`src/rtl/pwm_pkg.sv`:
```
// Shared definitions for the breathing-LED PWM sequencer: state encodings
// and the default timebase width.
package pwm_pkg;

    localparam int PWM_CNT_W = 8;
    localparam int CNT_MAX   = (1 << PWM_CNT_W) - 1;

    typedef enum logic [2:0] {
        ST_IDLE    = 3'd0,
        ST_RAMP_UP = 3'd1,
        ST_HOLD_HI = 3'd2,
        ST_RAMP_DN = 3'd3,
        ST_HOLD_LO = 3'd4
    } pwm_state_e;

endpackage

```
`src/rtl/pwm_step_sat.sv`:
```
// Combinational duty stepper: duty +/- step, clamped to [duty_min, duty_max].
// A step of zero is treated as one so a ramp always makes progress.
module pwm_step_sat
    import pwm_pkg::*;
#(
    parameter int CNT_W = PWM_CNT_W
) (
    input  logic [CNT_W-1:0] duty,
    input  logic [CNT_W-1:0] step,
    input  logic [CNT_W-1:0] duty_min,
    input  logic [CNT_W-1:0] duty_max,
    output logic [CNT_W-1:0] up_val,
    output logic [CNT_W-1:0] dn_val
);

    logic [CNT_W-1:0] step_eff;
    logic [CNT_W:0]   sum;
    logic [CNT_W:0]   diff;

    always_comb begin
        step_eff = (step == '0) ? CNT_W'(1) : step;
        // One extra bit so the sum cannot wrap and the difference exposes a borrow.
        sum      = {1'b0, duty} + {1'b0, step_eff};
        diff     = {1'b0, duty} - {1'b0, step_eff};
        up_val   = (sum > {1'b0, duty_max}) ? duty_max : sum[CNT_W-1:0];
        dn_val   = (diff[CNT_W] || (diff[CNT_W-1:0] < duty_min)) ? duty_min : diff[CNT_W-1:0];
    end

endmodule

```
`src/rtl/pwm_breath_ctrl.sv`:
```
// Breathing-LED sequencer: drives an external up counter as the PWM timebase
// and ramps the duty between min and max, holding at each end.
module pwm_breath_ctrl
    import pwm_pkg::*;
#(
    parameter int CNT_W   = PWM_CNT_W,
    parameter int PRESC_W = 16,
    parameter int HOLD_W  = 8
) (
    input  logic               clk,
    input  logic               reset,
    input  logic               start,
    input  logic               stop,
    input  logic               cfg_valid,
    output logic               cfg_ready,
    input  logic [CNT_W-1:0]   cfg_duty_min,
    input  logic [CNT_W-1:0]   cfg_duty_max,
    input  logic [CNT_W-1:0]   cfg_step,
    input  logic [PRESC_W-1:0] cfg_prescale,
    input  logic [HOLD_W-1:0]  cfg_hold,
    output logic               cfg_err,
    input  logic [CNT_W-1:0]   cnt_value,
    output logic               cnt_enable,
    output logic               cnt_reset,
    output logic               pwm_out,
    output logic [CNT_W-1:0]   duty,
    output logic [2:0]         state,
    output logic               period_tick
);

    localparam logic [CNT_W-1:0] PERIOD_LAST = {CNT_W{1'b1}};

    pwm_state_e         state_q, state_d;
    logic [CNT_W-1:0]   duty_q, duty_d;
    logic               pwm_q, pwm_d;
    logic [PRESC_W-1:0] presc_q, presc_d;
    logic [HOLD_W-1:0]  hold_q, hold_d;
    logic               stop_pend_q, stop_pend_d;
    logic               cfg_err_q, cfg_err_d;
    logic [CNT_W-1:0]   min_q, min_d;
    logic [CNT_W-1:0]   max_q, max_d;
    logic [CNT_W-1:0]   step_q, step_d;
    logic [PRESC_W-1:0] cfg_presc_q, cfg_presc_d;
    logic [HOLD_W-1:0]  cfg_hold_q, cfg_hold_d;

    logic [CNT_W-1:0]   up_val;
    logic [CNT_W-1:0]   dn_val;
    logic               cfg_take;
    logic               is_active;

    pwm_step_sat #(.CNT_W(CNT_W)) u_step (
        .duty     (duty_q),
        .step     (step_q),
        .duty_min (min_q),
        .duty_max (max_q),
        .up_val   (up_val),
        .dn_val   (dn_val)
    );

    assign cfg_ready   = (state_q == ST_IDLE);
    assign cnt_reset   = (state_q == ST_IDLE);
    assign cnt_enable  = (state_q != ST_IDLE);
    assign period_tick = cnt_enable && (cnt_value == PERIOD_LAST);
    assign pwm_out     = pwm_q;
    assign duty        = duty_q;
    assign state       = state_q;
    assign cfg_err     = cfg_err_q;

    always_comb begin
        state_d     = state_q;
        duty_d      = duty_q;
        presc_d     = presc_q;
        hold_d      = hold_q;
        stop_pend_d = stop_pend_q;
        min_d       = min_q;
        max_d       = max_q;
        step_d      = step_q;
        cfg_presc_d = cfg_presc_q;
        cfg_hold_d  = cfg_hold_q;
        cfg_err_d   = 1'b0;

        is_active = (state_q inside {ST_RAMP_UP, ST_HOLD_HI, ST_RAMP_DN, ST_HOLD_LO});
        pwm_d     = is_active && (cnt_value < duty_q);
        cfg_take  = cfg_valid && cfg_ready && (cfg_duty_min <= cfg_duty_max);

        if (cfg_valid && cfg_ready) begin
            if (cfg_duty_min > cfg_duty_max) begin
                cfg_err_d = 1'b1;
            end else begin
                min_d       = cfg_duty_min;
                max_d       = cfg_duty_max;
                step_d      = cfg_step;
                cfg_presc_d = cfg_prescale;
                cfg_hold_d  = cfg_hold;
            end
        end

        if (state_q == ST_IDLE) begin
            // A simultaneous stop cancels the start; a simultaneous config wins.
            if (start && !stop) begin
                state_d     = ST_RAMP_UP;
                duty_d      = cfg_take ? cfg_duty_min : min_q;
                presc_d     = '0;
                hold_d      = '0;
                stop_pend_d = 1'b0;
            end
        end else if (!is_active) begin
            state_d = ST_IDLE;
            duty_d  = '0;
        end else begin
            if (stop) begin
                stop_pend_d = 1'b1;
            end
            if (period_tick) begin
                if (stop_pend_q || stop) begin
                    state_d     = ST_IDLE;
                    duty_d      = '0;
                    presc_d     = '0;
                    hold_d      = '0;
                    stop_pend_d = 1'b0;
                end else begin
                    // Turning at an end always applies the first step of the new
                    // direction, either immediately (no hold) or on leaving the hold.
                    case (state_q)
                        ST_RAMP_UP: begin
                            if (presc_q == cfg_presc_q) begin
                                presc_d = '0;
                                if (duty_q == max_q) begin
                                    if (cfg_hold_q == '0) begin
                                        state_d = ST_RAMP_DN;
                                        duty_d  = dn_val;
                                    end else begin
                                        state_d = ST_HOLD_HI;
                                        hold_d  = '0;
                                    end
                                end else begin
                                    duty_d = up_val;
                                end
                            end else begin
                                presc_d = presc_q + PRESC_W'(1);
                            end
                        end
                        ST_RAMP_DN: begin
                            if (presc_q == cfg_presc_q) begin
                                presc_d = '0;
                                if (duty_q == min_q) begin
                                    if (cfg_hold_q == '0) begin
                                        state_d = ST_RAMP_UP;
                                        duty_d  = up_val;
                                    end else begin
                                        state_d = ST_HOLD_LO;
                                        hold_d  = '0;
                                    end
                                end else begin
                                    duty_d = dn_val;
                                end
                            end else begin
                                presc_d = presc_q + PRESC_W'(1);
                            end
                        end
                        ST_HOLD_HI: begin
                            if (hold_q == cfg_hold_q - HOLD_W'(1)) begin
                                presc_d = '0;
                                hold_d  = '0;
                                // With min == max there is nothing to ramp; go straight to the other hold.
                                if (duty_q == min_q) begin
                                    state_d = ST_HOLD_LO;
                                end else begin
                                    state_d = ST_RAMP_DN;
                                    duty_d  = dn_val;
                                end
                            end else begin
                                hold_d = hold_q + HOLD_W'(1);
                            end
                        end
                        ST_HOLD_LO: begin
                            if (hold_q == cfg_hold_q - HOLD_W'(1)) begin
                                presc_d = '0;
                                hold_d  = '0;
                                if (duty_q == max_q) begin
                                    state_d = ST_HOLD_HI;
                                end else begin
                                    state_d = ST_RAMP_UP;
                                    duty_d  = up_val;
                                end
                            end else begin
                                hold_d = hold_q + HOLD_W'(1);
                            end
                        end
                        default: begin
                            state_d = ST_IDLE;
                        end
                    endcase
                end
            end
        end
    end

    always_ff @(posedge clk or posedge reset) begin
        if (reset) begin
            state_q     <= ST_IDLE;
            duty_q      <= '0;
            pwm_q       <= 1'b0;
            presc_q     <= '0;
            hold_q      <= '0;
            stop_pend_q <= 1'b0;
            cfg_err_q   <= 1'b0;
            min_q       <= '0;
            max_q       <= '0;
            step_q      <= '0;
            cfg_presc_q <= '0;
            cfg_hold_q  <= '0;
        end else begin
            state_q     <= state_d;
            duty_q      <= duty_d;
            pwm_q       <= pwm_d;
            presc_q     <= presc_d;
            hold_q      <= hold_d;
            stop_pend_q <= stop_pend_d;
            cfg_err_q   <= cfg_err_d;
            min_q       <= min_d;
            max_q       <= max_d;
            step_q      <= step_d;
            cfg_presc_q <= cfg_presc_d;
            cfg_hold_q  <= cfg_hold_d;
        end
    end

endmodule

```
`config.mk`:
```
export PLATFORM = sky130hd
export DESIGN_NAME = pwm_breath_ctrl
export DESIGN_NICKNAME = d
export VERILOG_FILES = /design/src/rtl/pwm_pkg.sv /design/src/rtl/pwm_step_sat.sv /design/src/rtl/pwm_breath_ctrl.sv
export SDC_FILE = /design/constraint.sdc
export NUM_CORES = 1
export LEC_CHECK = 0
export CAP_MARGIN = 20
export CORE_MARGIN = 2
export CORE_UTILIZATION = 51
export CTS_CLUSTER_DIAMETER = 100
export DETAILED_ROUTE_END_ITERATION = 12
export DONT_BUFFER_PORTS = 1
export GPL_TIMING_DRIVEN = 0
export HOLD_SLACK_MARGIN = 0.02
export PLACE_DENSITY_LB_ADDON = 0.05
export SLEW_MARGIN = 40
export SYNTH_ARGS = -nofsm -noshare
export SYNTH_HDL_FRONTEND = slang
export SYNTH_HIERARCHICAL = 1
export SYNTH_SLANG_ARGS = --single-unit
```
`constraint.sdc`:
```
create_clock -name clk -period 6.6 [get_ports clk]
set_clock_uncertainty 0.2 [all_clocks]
set_input_delay 1.32 -clock clk [delete_from_list [all_inputs] [get_ports clk]]
set_output_delay 1.32 -clock clk [all_outputs]
set_load 0.1 [all_outputs]
```
## After elaboration in Yosys (flattened, before gate mapping)

Cells that the tools add are included.

| storage, ports and cells | value |
|---|---|
| register bits after elaboration | 86 |
| output and inout bits | 17 |
| word-level logic and storage cells | 139 |

| cells by class | value |
|---|---|
| $add $sub $neg | 5 |
| $lt $le $gt $ge | 5 |
| eq/ne operators | 27 |
| mux-type cells | 64 |
| bitwise gates (word level) | 1 |
| reductions and logical operators | 25 |

Operator list:

| operator | count |
|---|---|
| $mux 8 | 30 |
| $mux 16 | 7 |
| $mux 3 | 13 |
| $pmux 16 s2 | 1 |
| $pmux 8 s4 | 1 |
| $ne 5x3->1 const B | 6 |
| $eq 8x8->1 | 3 |
| $pmux 8 s3 | 1 |
| $add 16x1->16 const B | 1 |
| $eq 16x16->1 | 1 |
| $logic_not 8->1 | 2 |
| $lt 8x8->1 | 2 |
| $ne 4x2->1 const B | 4 |
| $reduce_and 8->1 | 2 |
| $pmux 3 s4 | 1 |
| $reduce_and 11->1 | 1 |
| $ne 5x5->1 const B | 2 |
| $add 8x8->9 | 1 |
| $gt 9x8->1 | 1 |
| $mux 1 | 9 |
| $sub 8x8->9 | 1 |
| $add 8x1->8 const B | 1 |
| $eq 8x8->1 const B | 1 |
| $gt 8x8->1 | 1 |
| other kinds (24) | 34 |

## Depth between registers and ports, before layout

| depth | value |
|---|---|
| word-level depth | 14 |
| mapped depth | 17 |
| depth with buffers taken out | 17 |

## Cells and area by module

The synthesis kept the hierarchy.

Modules (own cells, without submodules):

| module | times used | cells each | area an instance (um2) | seq. area each (um2) |
|---|---|---|---|---|
| pwm_breath_ctrl | 1 | 531 | 5257.5 | 2152.1 |
| pwm_step_sat | 1 | 185 | 1361.3 | 0.0 |

## Worst setup path before layout

No wires, ideal clock.

| timing path | value |
|---|---|
| kind | flip-flop to output port |
| from | reg state_q[2] (netlist: state[2]) |
| to | out period_tick |
| arrival time | 4646 ps |
| required time | 5080 ps |
| setup slack | 434 ps |
| cell stages (with the launch flop) | 6 |
| path buffers | 2 |
| path through | dfrtp_1 > buf_2 > or3_1 > clkinv_1 > clkbuf_1 > nor2_1 |

| between the ends | value |
|---|---|
| longest elaborated chain between the ends | 2 |

Ends and longest elaborated chain:

| item | RTL line | source |
|---|---|---|
| start: declaration | pwm_breath_ctrl.sv:33 | `pwm_state_e state_q, state_d;` |
| start signal: assignment | pwm_breath_ctrl.sv:214 | `state_q <= state_d;` |
| $reduce_bool 3->1 | pwm_breath_ctrl.sv:62 | `assign cnt_enable = (state_q != ST_IDLE);` |
| via cnt_enable | pwm_breath_ctrl.sv:23 | `output logic cnt_enable,` |
| $logic_and 1x1->1 | pwm_breath_ctrl.sv:63 | `assign period_tick = cnt_enable && (cnt_value == PERIOD_LAST);` |
| end: declaration | pwm_breath_ctrl.sv:28 | `output logic period_tick` |

The timed path passes the listed nets, and every way through them passes these cells.

## Final worst setup path

| timing path | value |
|---|---|
| from | reg step_q[1] |
| to | reg duty_q[6] (netlist: duty[6]) |

| between the ends | value |
|---|---|
| longest elaborated chain between the ends | 14 |
| elaborated cells on any way between the ends | 24 |
| classes of those cells | 2 x add/sub; 2 x order compare; 18 x mux; 2 x reduce/logical |

Ends and longest elaborated chain:

| item | RTL line | source |
|---|---|---|
| start: declaration | pwm_breath_ctrl.sv:42 | `logic [CNT_W-1:0] step_q, step_d;` |
| start signal: assignment | pwm_breath_ctrl.sv:223 | `step_q <= step_d;` |
| $logic_not 8->1 | pwm_step_sat.sv:21 | `step_eff = (step == '0) ? CNT_W'(1) : step;` |
| $mux 8 (*) | pwm_step_sat.sv:21 |  |
| $sub 8x8->9 (*) | pwm_step_sat.sv:24 | `diff = {1'b0, duty} - {1'b0, step_eff};` |
| $lt 8x8->1 | pwm_step_sat.sv:26 | `dn_val = (diff[CNT_W] \|\| (diff[CNT_W-1:0] < duty_min)) ? duty_min : diff[CNT_W-1:0];` |
| $logic_or 1x1->1 | pwm_step_sat.sv:26 |  |
| $mux 8 (*) | pwm_step_sat.sv:26 |  |
| via dn_val[6] | pwm_breath_ctrl.sv:47 | `logic [CNT_W-1:0] dn_val;` |
| $mux 8 | pwm_breath_ctrl.sv:129 | `if (cfg_hold_q == '0) begin` |
| $mux 8 | pwm_breath_ctrl.sv:128 | `if (duty_q == max_q) begin` |
| $mux 8 | pwm_breath_ctrl.sv:126 | `if (presc_q == cfg_presc_q) begin` |
| $pmux 8 s4 (*) | pwm_breath_ctrl.sv:124 | `case (state_q)` |
| $mux 8 (*) | pwm_breath_ctrl.sv:115 | `if (stop_pend_q \|\| stop) begin` |
| $mux 8 (*) | pwm_breath_ctrl.sv:114 | `if (period_tick) begin` |
| $mux 8 (*) | pwm_breath_ctrl.sv:107 | `end else if (!is_active) begin` |
| $mux 8 (*) | pwm_breath_ctrl.sv:98 | `if (state_q == ST_IDLE) begin` |
| end signal: assignment | pwm_breath_ctrl.sv:215 | `duty_q <= duty_d;` |
| end: declaration | pwm_breath_ctrl.sv:34 | `logic [CNT_W-1:0] duty_q, duty_d;` |

Mark *: on every way through the listed nets, which the timed path passes. The rest lies on a longest branch. The select of a mux whose other input is x is not followed.
A chain may end at the register's enable or synchronous reset.

==> impl_results.md <==
* CTS tree: yes
* WL per Instance at 18.3 um
* Syn Area/Cell at 9.24 sq um
* Fin cells at 907
* Ports at 78
* Area Overhead vs Synth at 9.09%
* Vias/cell at 5.85
* Max H-tree Level at 3
* Final Cycle Share at 80.2%
* 1st-iter DRT viols at 290
* LEAKAGE at 3.15 nW
* Maximum clock frequency at 0.189 GHz
* Required @ worst endpoint at 6.64 ns
* Mapped Area at 6620 sq um
* Clock Pin Slew Worst Setup and Hold Paths at 0.07 ns
* Die Y at 118 um
* Synth Flop Type: dfrtp_1
* Share of layout cells above drive strength 1 at 18.2%
* Diode count at 0
* Hold path startpoint: cfg_presc_q[14]
* Filler Cell Count at 1164
* Crit path kind: register to register
* Worst Tran Pin Value at 0.876 ns
* Ys async rst share at 100%
* RSZ-0062 raised after global routing: no
* Post-layout nets at 844
* Max-cap violations at 0
* Vias at 5310
* Number of synthesized flops with an enable pin at 0
* DRC Markers at 0
* CTS hold repair buffers at 0
* Hold Vio Cnt, Final at 0
* Global Route Usage Sum at 24.6%
* Dpl hpwl at 12900 um
* Num CTS Buffers at 9
* Final setup viols at 0
* 1st-pass router iterations at 5
* DIE WIDTH at 118 um
* WP data arrival at 5.34 ns
* Final core occ at 57.0%
* I/O Buffers at 0
* First-pass GRT wire length at 27300 um
* Seq. cell area at 2170 sq um
* Mapped Cells at 716
* CTS sink cnt at 86
* Min Tclk post-route at 5.29 ns
* CP endpoint kind: register
* Post-synthesis sequential area ratio at 32.5%
* Pins over their slew limit at 0
* Initial antenna violation count at 0
* Core Box Area at 12700 sq um
* FF-to-FF Start: step_q[1]
* Startpoint Class: register
* Synthesized flop and latch total at 86
* Slew margin rel. at 41.6%
* Yosys warns at 6
* Starting Density at 52.2%
* GP Congestion at 0.882
* Post-synthesis cell type count at 74
* Outcome: finished, final reports clean
* CTS root buffer: clkbuf_16
* GRT overflow at 0
* Highest fanout seen on the critical path at 8
* Launch point of the worst path: step_q[1]
* Routed wire length at 16600 um
* HP Class: register to register
* Largest net degree at the start of global routing at 61
* Number of setup buffers added after CTS at 0
* Clk buf depth at 2
* Pwr/cell area at 571 nW/um^2
* Pre-CTS setup slack at 1.32 ns
* PostCTS Resize Cnt at 0
* Area of the multi-input gates at 4100 sq um
* Vias in the first global route at 5308
* Post-Syn Nets at 830
* Total power at 0.00412 W
* Placed cell count at 891
* Peak VDD IR at 0.435 mV
* Cell row count at 41
* Setup TNS at 0 ns
* Final ANT Viol Nets at 0
* Die area at 13900 sq um
* Worst Slack Setup Final at 1.31 ns
* Clk Latency, worst-skew pair at 0.35 ns
-- cells by family (layout without fill, tap and decap cells) --
group | Yosys count | count (layout) | synth area share (%)
AO/OA/AOI/OAI | 154 | 154 | 17.2
XOR/XNOR | 49 | 49 | 6.48
adder cells (fa/ha/maj) | 53 | 53 | 10.2
buffers and inverters | 92 | 111 | 5.71
flip-flops | 86 | 86 | 32.5
multiplexers | 70 | 70 | 11.7
AND/OR/NAND/NOR | 212 | 212 | 16.2
-- cells in the mapped netlist, types with 9 or more instances --
cell type   n  area, sq um
nand4_1    12         75.1
clkbuf_1   14         52.6
a221o_1     9         90.1
xor2_1     10         87.6
inv_1      57          214
nor2_1     54          203
mux2_2     58          653
ha_1       51          638
nand2b_1   10         62.6
dfrtp_1    86         2150
nand2_1    62          233
a21oi_1    20          100
a21o_1      9         67.6
o31ai_1    17          128
nor3_1     11         55.1
o21ai_0    38          190
mux2i_1    12          120
buf_2      17         85.1
nand3_1    18         90.1
xnor2_1    39          342
-- cell usage in the layout, fill, tap and decap left out, types with 9 or more instances in the layout --
master,synthesis,routed
dfrtp_2,0,11
clkbuf_1,14,13
dfrtp_1,86,75
xnor2_1,39,39
clkbuf_16,0,9
ha_1,51,51
nor3_1,11,11
xor2_1,10,10
a221o_1,9,9
nand4_1,12,12
inv_1,57,56
nand3_1,18,18
o31ai_1,17,16
a21o_1,9,9
mux2_2,58,58
nand2_1,62,62
buf_2,17,17
nand2b_1,10,10
mux2i_1,12,12
o21ai_0,38,38
nor2_1,54,53
a21oi_1,20,20
-- flip-flops by register name (all words and copies together), names as in the netlist --
name         count
cfg_err          1
cfg_hold_q       8
cfg_presc_q     16
duty             8
hold_q           8
max_q            8
min_q            8
presc_q         16
pwm_out          1
state            3
step_q           8
stop_pend_q      1
-- worst paths after layout --
kind                            cells past startpoint              end  slack [ns]
worst min register to register                      1  cfg_presc_q[14]        0.33
max in group asynchronous                           2         state[2]        5.01
worst min-delay path                                1  cfg_presc_q[14]        0.33
min in group asynchronous                           1        step_q[2]        0.59
worst max register to register                     16          duty[6]        1.31
worst max-delay path                               16          duty[6]        1.31
-- power by group --
group	internal (W)	leakage [nW]	total [W]	switching, W
Sequential	0.000719	1.08	0.00123	0.000515
Combinational	0.00109	1.94	0.00240	0.00130
Clock	0.000275	0.138	0.000491	0.000216
-- layer usage --
metal | share of wire, % | up-vias | wire [um] | GRT usage, %
met4 | 1.3 | 0 | 217 | 6.33
met1 | 48 | 2569 | 7990 | 34.9
met2 | 45 | 145 | 7400 | 38.2
met3 | 5.9 | 16 | 986 | 5.33
met5 | 0 | - | 0 | 0
li1 | - | 2580 | - | -
-- final cells by class --
| type | instances | share of cell area (%) |
|---|---|---|
| Tap cell | 172 | 2.98 |
| Clock inverter | 5 | 0.468 |
| Timing Repair Buffer | 3 | 0.918 |
| Inverter | 58 | 3.08 |
| Sequential cell | 86 | 30.0 |
| Multi-Input combinational cell | 538 | 56.8 |
| Buffer | 34 | 2.24 |
| Clock buffer | 11 | 3.50 |
-- per-stage QoR --
stage	instance area [sq um]	hold slack (ns)
floorplan	6620	0.281
global placement	6830	0.310
detailed placement	6930	0.314
CTS	7220	0.328
global route	7220	0.344
finish	7220	0.331
-- worst max-delay path, cell delays in order (launching register included) --
cell and delay (ns):
dfrtp_1 0.46, nor4_1 0.30, a41o_1 0.32, ha_1 0.20, inv_1 0.06, fa_1 0.42
a211oi_1 0.25, nor2_1 0.11, o31ai_1 0.43, a21boi_0 0.37, ha_1 0.18, nand2_1 0.06
a2111o_1 0.34, a221oi_4 0.51, mux2_2 0.40, a221o_1 0.31, mux2_2 0.26
Power figures use the tool's default switching activity.
